File: src/rtl/mem_bus_lsu_pkg.sv
// mips_defs: shared ByteOp encodings, exception codes and LSU state encoding
package mips_defs;
  localparam logic [2:0] BYTEOP_W = 3'b000;
  localparam logic [2:0] BYTEOP_B = 3'b101;
  localparam logic [2:0] BYTEOP_H = 3'b110;
  localparam logic [4:0] EXC_ADEL = 5'd4;
  localparam logic [4:0] EXC_ADES = 5'd5;
  typedef enum logic [1:0] {S_IDLE, S_REQ, S_RESP, S_DONE} state_t;
endpackage

File: src/rtl/mem_bus_lsu_lane.sv
// store_lane_gen: byte enables, lane-replicated store data and misalign flag
module store_lane_gen
  import mips_defs::*;
(
  input  logic [2:0]  byte_op,
  input  logic [1:0]  addr_lo,
  input  logic [31:0] wdata,
  output logic [3:0]  byteen,
  output logic [31:0] wdata_lane,
  output logic        misalign
);
  always_comb begin
    byteen = byte_op == BYTEOP_B ? 4'b0001 << addr_lo :
             byte_op == BYTEOP_H ? (addr_lo[1] ? 4'b1100 : 4'b0011) : 4'b1111;
    wdata_lane = byte_op == BYTEOP_B ? {4{wdata[7:0]}} :
                 byte_op == BYTEOP_H ? {2{wdata[15:0]}} : wdata;
    misalign = byte_op == BYTEOP_B ? 1'b0 : byte_op == BYTEOP_H ? addr_lo[0] : |addr_lo;
  end
endmodule

File: src/rtl/mem_bus_lsu.sv
// mem_bus_lsu: M-stage load/store unit driving a valid/ready data bus with pipeline stall
module mem_bus_lsu
  import mips_defs::*;
#(
  parameter int         TIMEOUT  = 16,
  parameter logic [4:0] EXC_ADEL = mips_defs::EXC_ADEL,
  parameter logic [4:0] EXC_ADES = mips_defs::EXC_ADES
) (
  input  logic        clk,
  input  logic        reset,
  input  logic        mem_req,
  input  logic        mem_we,
  input  logic [31:0] mem_addr,
  input  logic [31:0] mem_wdata,
  input  logic [2:0]  ByteOp,
  output logic        stall,
  output logic        exc_valid,
  output logic [4:0]  exc_code,
  output logic        bus_valid,
  input  logic        bus_ready,
  output logic [31:0] bus_addr,
  output logic [3:0]  bus_byteen,
  output logic [31:0] bus_wdata,
  input  logic        bus_rvalid,
  input  logic [31:0] bus_rdata,
  output logic        ld_valid,
  output logic [31:0] ld_data,
  output logic [31:0] ld_addr,
  output logic [2:0]  ld_byteop
);
  state_t state, nxt;
  logic [15:0] cnt;
  logic we_r, to_r;
  logic [31:0] addr_r;
  logic [2:0] op_r;
  logic [3:0] be;
  logic [31:0] wl;
  logic mis, go, cap, tmo;
  store_lane_gen u_lane (
    .byte_op(ByteOp), .addr_lo(mem_addr[1:0]), .wdata(mem_wdata),
    .byteen(be), .wdata_lane(wl), .misalign(mis)
  );
  always_comb begin
    go = state == S_IDLE && mem_req && !mis;
    cap = !we_r && bus_rvalid && (state == S_RESP || (state == S_REQ && bus_ready));
    tmo = TIMEOUT != 0 && cnt == 16'(TIMEOUT - 1) &&
          ((state == S_REQ && !bus_ready) || (state == S_RESP && !cap));
    nxt = go ? S_REQ :
          state == S_DONE ? S_IDLE :
          (state == S_REQ && bus_ready && !we_r && !cap) ? S_RESP :
          ((state == S_REQ && bus_ready) || cap || tmo) ? S_DONE : state;
    // combinational outputs are gated by reset so an asserted reset forces them low at once
    stall = reset && (go || state == S_REQ || state == S_RESP);
    bus_valid = state == S_REQ;
    ld_valid = state == S_DONE && !we_r && !to_r;
    exc_valid = reset && ((state == S_IDLE && mem_req && mis) || (state == S_DONE && to_r));
    exc_code = !exc_valid ? 5'd0 : (state == S_IDLE ? mem_we : we_r) ? EXC_ADES : EXC_ADEL;
  end
  always_ff @(posedge clk or negedge reset)
    if (!reset) begin
      state <= S_IDLE;
      cnt <= '0;
      we_r <= 1'b0;
      to_r <= 1'b0;
      addr_r <= '0;
      op_r <= '0;
      bus_addr <= '0;
      bus_byteen <= '0;
      bus_wdata <= '0;
      ld_data <= '0;
      ld_addr <= '0;
      ld_byteop <= '0;
    end else begin
      state <= nxt;
      cnt <= (state == S_REQ || state == S_RESP) ? cnt + 16'd1 : '0;
      to_r <= tmo;
      if (go) begin
        we_r <= mem_we;
        addr_r <= mem_addr;
        op_r <= ByteOp;
        bus_addr <= {mem_addr[31:2], 2'b00};
        bus_byteen <= mem_we ? be : 4'b0000;
        bus_wdata <= mem_we ? wl : '0;
      end
      // extender-facing fields change only when a load actually completes
      if (cap) begin
        ld_data <= bus_rdata;
        ld_addr <= addr_r;
        ld_byteop <= op_r;
      end
    end
endmodule

File: config.mk
export PLATFORM = sky130hd
export DESIGN_NAME = mem_bus_lsu
export DESIGN_NICKNAME = d
export VERILOG_FILES = /design/src/rtl/mem_bus_lsu_pkg.sv /design/src/rtl/mem_bus_lsu_lane.sv /design/src/rtl/mem_bus_lsu.sv
export SDC_FILE = /design/constraint.sdc
export NUM_CORES = 1
export LEC_CHECK = 0
export CAP_MARGIN = 30
export CORE_MARGIN = 5
export CORE_UTILIZATION = 41
export CTS_CLUSTER_SIZE = 14
export DETAILED_ROUTE_END_ITERATION = 8
export PLACE_DENSITY_LB_ADDON = 0.12
export SKIP_LAST_GASP = 1
export SLEW_MARGIN = 20
export SYNTH_ARGS = -nofsm -noshare
export SYNTH_HDL_FRONTEND = slang
export SYNTH_SLANG_ARGS = --single-unit
File: constraint.sdc
create_clock -name clk -period 1.85 [get_ports clk]
set_input_delay 0.37 -clock clk [delete_from_list [all_inputs] [get_ports clk]]
set_output_delay 0.37 -clock clk [all_outputs]
set_load 0.05 [all_outputs]
==> flow_metrics.tcl <==
set metrics [dict create \
    grt_pass1_vias 5402 \
    yosysWarnings 0 \
    endpoint "exc_code[0]" \
    dieWidth_um 140 \
    tns_ps -23200 \
    ff2ff_path_depth 12 \
    clkSlewWorstSetupHoldPaths_ps 60 \
    synth_commonest_cells "158 x dfrtp_1, 101 x mux2_2, 51 x nand2_1" \
    worst_pin_slew_ps 904 \
    worstSetupStartpointType "flop" \
    hold_class "in2async" \
    drv_slew 0 \
    synth_top_area_frac 0.570 \
    syn_area_per_cell_um2 12.5 \
    grt_max_degree 159 \
    critical_path_class "reg2out" \
    design.core.area_um2 16600 \
    cts_tree "yes" \
    rrSetupSlack_ps -270 \
    cts-root-buf "clkbuf_16" \
    final_util 0.675 \
    critPathMaxFanout 2 \
    powerDensity_nw_per_um2 2010 \
    cts_sinks 158 \
    synth_flop_cell "dfrtp_1" \
    via_per_inst 5.05 \
    fin_area_um2 11200 \
    place_hpwl_um 13400 \
    nets 945 \
    clk-insertion-delay-late_ps 410 \
    portBuffers 243 \
    arrival_ps 1870 \
    num_rows 47 \
    grt_overflow_total 0 \
    whs_ps 39.7 \
    failed_checks "setup timing" \
    io_pins 249 \
    dpl_cell_area_um2 9400 \
    clockBufferDepth 2 \
    register_area_um2 3950 \
    grt_usage 0.188 \
    synth.yosys.seq_area_share 0.570 \
    hold_viol 0 \
    cp-end-kind "output port" \
    drt.antenna.violating_nets 0 \
    nFillCells 1238 \
    multi_input_area_um2 3130 \
    critPathLaunch "state[1]" \
    synth_edf_count 0 \
    relSlewSlack 0.397 \
    r2r-start "state[1]" \
    h-tree-depth 4 \
    drt_iter0_markers 178 \
    setup_viol 146 \
    yosysMostFrequentCell "dfrtp_1" \
    syn_to_final_growth_pct 61.4 \
    antenna_found_initial 0 \
    ir_worst_vdd_mv 1.09 \
    clock.fmax_mhz 447 \
    power.leakage_nw 5.41 \
    synth_area_um2 6940 \
    synth_top_area_cell "dfrtp_1" \
    grt_pass1_wl_um 29400 \
    synth.distinct_cells 49 \
    drive_gt1_frac 0.482 \
    place_congestion 0.817 \
    drt-total-wl_um 20800 \
    drt_first_pass_iters 4 \
    status "complete, but fails checks" \
    syn_inst 554 \
    worst_slack_ps -386 \
    vias 5388 \
    die_y_um 140 \
    antennaDiodeCount 0 \
    drc 0 \
    fin_skew_ps 8.32 \
    period_minus_slack_ps 2240 \
    cts_buffers 17 \
    die_area_um2 19600 \
    critPathRequiredTime_ps 1480 \
    rsz0062_at_grt "true" \
    synth-async-reset-ratio 1.00 \
    wire_per_inst_um 19.5 \
    start_util 0.418 \
    ys_seq_elements 158 \
    r2r-end "bus_wdata[19]" \
    synth_area_leaders "dfrtp_1 57%, mux2_2 16%, buf_4 3.9%" \
    fin_crit_sh 1.21 \
    cts_hold_buf 0 \
    maxCapViolCount 0 \
]
-- worst min-delay path by stage --
stage | startpoint | end | cells after the start
global placement | bus_wdata[15] | bus_wdata[15] | 2
finish | reset | addr_r[0] | 2
detailed placement | bus_wdata[7] | bus_wdata[7] | 2
floorplan | reset | addr_r[0] | 0
CTS | reset | bus_wdata[9] | 2
global route | reset | bus_wdata[19] | 2
-- critical path, stage by stage, from the launching register on --
cell and delay, ps:
dfrtp_1 390, inv_2 90, ha_4 140, and2_4 140, o211ai_1 200, a211oi_4 320, buf_12 170
-- flip-flops by register name, indices dropped and copies added, names as in the netlist --
register,cells
addr_r,32
cnt,16
to_r,1
ld_byteop,3
bus_wdata,32
state,2
op_r,3
ld_addr,32
ld_data,32
we_r,1
bus_byteen,4
-- area by class of cell --
class,instances,share of cell area
sequential,158,0.353
timing repair buffer,321,0.287
multi-input combinational,329,0.279
clock buffer,21,0.0420
tap,220,0.0246
clock inverter,9,0.0121
inverter,8,0.00268
-- where the power goes --
group / leakage (nW) / switching [W] / internal [W]
combinational: 3.15 / 0.00782 / 0.00500
sequential: 1.97 / 0.00104 / 0.00502
clock: 0.288 / 0.00136 / 0.00222
total: 5.41 / 0.0102 / 0.0122
-- what timing repair did --
| item | 4_1_cts | 5_1_grt |
|---|---|---|
| endpoints found under the setup margin | 41 | 146 |
| gates resized for setup | 36 | 161 |
| cloned | 5 | 15 |
| pin swaps | 8 | 13 |
| setup buffers | 9 | 14 |
-- layout by cell type, fill, tap and decap left out, types with 4 or more instances in the layout --
cell	count
buf_4	168
dfrtp_1	158
clkdlybuf4s50_1	101
mux2_4	57
mux2_2	44
nand2_1	36
clkbuf_16	26
mux2i_1	17
buf_12	16
o21ai_1	15
buf_6	15
o21ai_0	13
and2_1	11
a21o_1	10
o21ai_2	10
nand2_2	10
o22ai_1	8
xor2_1	7
o31ai_4	7
nor4_1	6
nand2b_1	5
nand2_4	5
conb_1	5
buf_16	5
inv_1	4
nor2_1	4
ha_4	4
buf_8	4
-- layer usage --
metal  vias to the layer above  routed length (um)  global-route usage
met5                         -                   0                   0
met4                         0                 313              0.0464
met3                        26                1390              0.0596
met2                       190               10400               0.308
met1                      2708                8700               0.243
li1                       2464                   -                   -
-- cells by family (layout without fill, tap and decap cells) --
group                      after synthesis  count (layout)  share of synthesized area
DFF                                    158             158                      0.570
buffers and inverters                   71             359                     0.0613
adders and majority gates                5               5                    0.00902
muxes                                  118             118                      0.188
other                                    1               5                   0.000540
xor gates and xnor gates                10              10                     0.0126
and+or+nand+nor                        105             105                     0.0775
AOI/OAI and AO/OA                       86              86                     0.0808
-- stage by stage --
| stage | setup slack, ps | cells | power [W] |
|---|---|---|---|
| floorplan | -128 | 558 | 0.0138 |
| CTS | -406 | 1041 | 0.0212 |
| detailed placement | -528 | 997 | 0.0173 |
| global route | -490 | 1066 | 0.0235 |
| global placement | -463 | 997 | 0.0171 |
| finish | -386 | 1066 | 0.0225 |
Note: power is estimated with default switching activity, not from simulation.
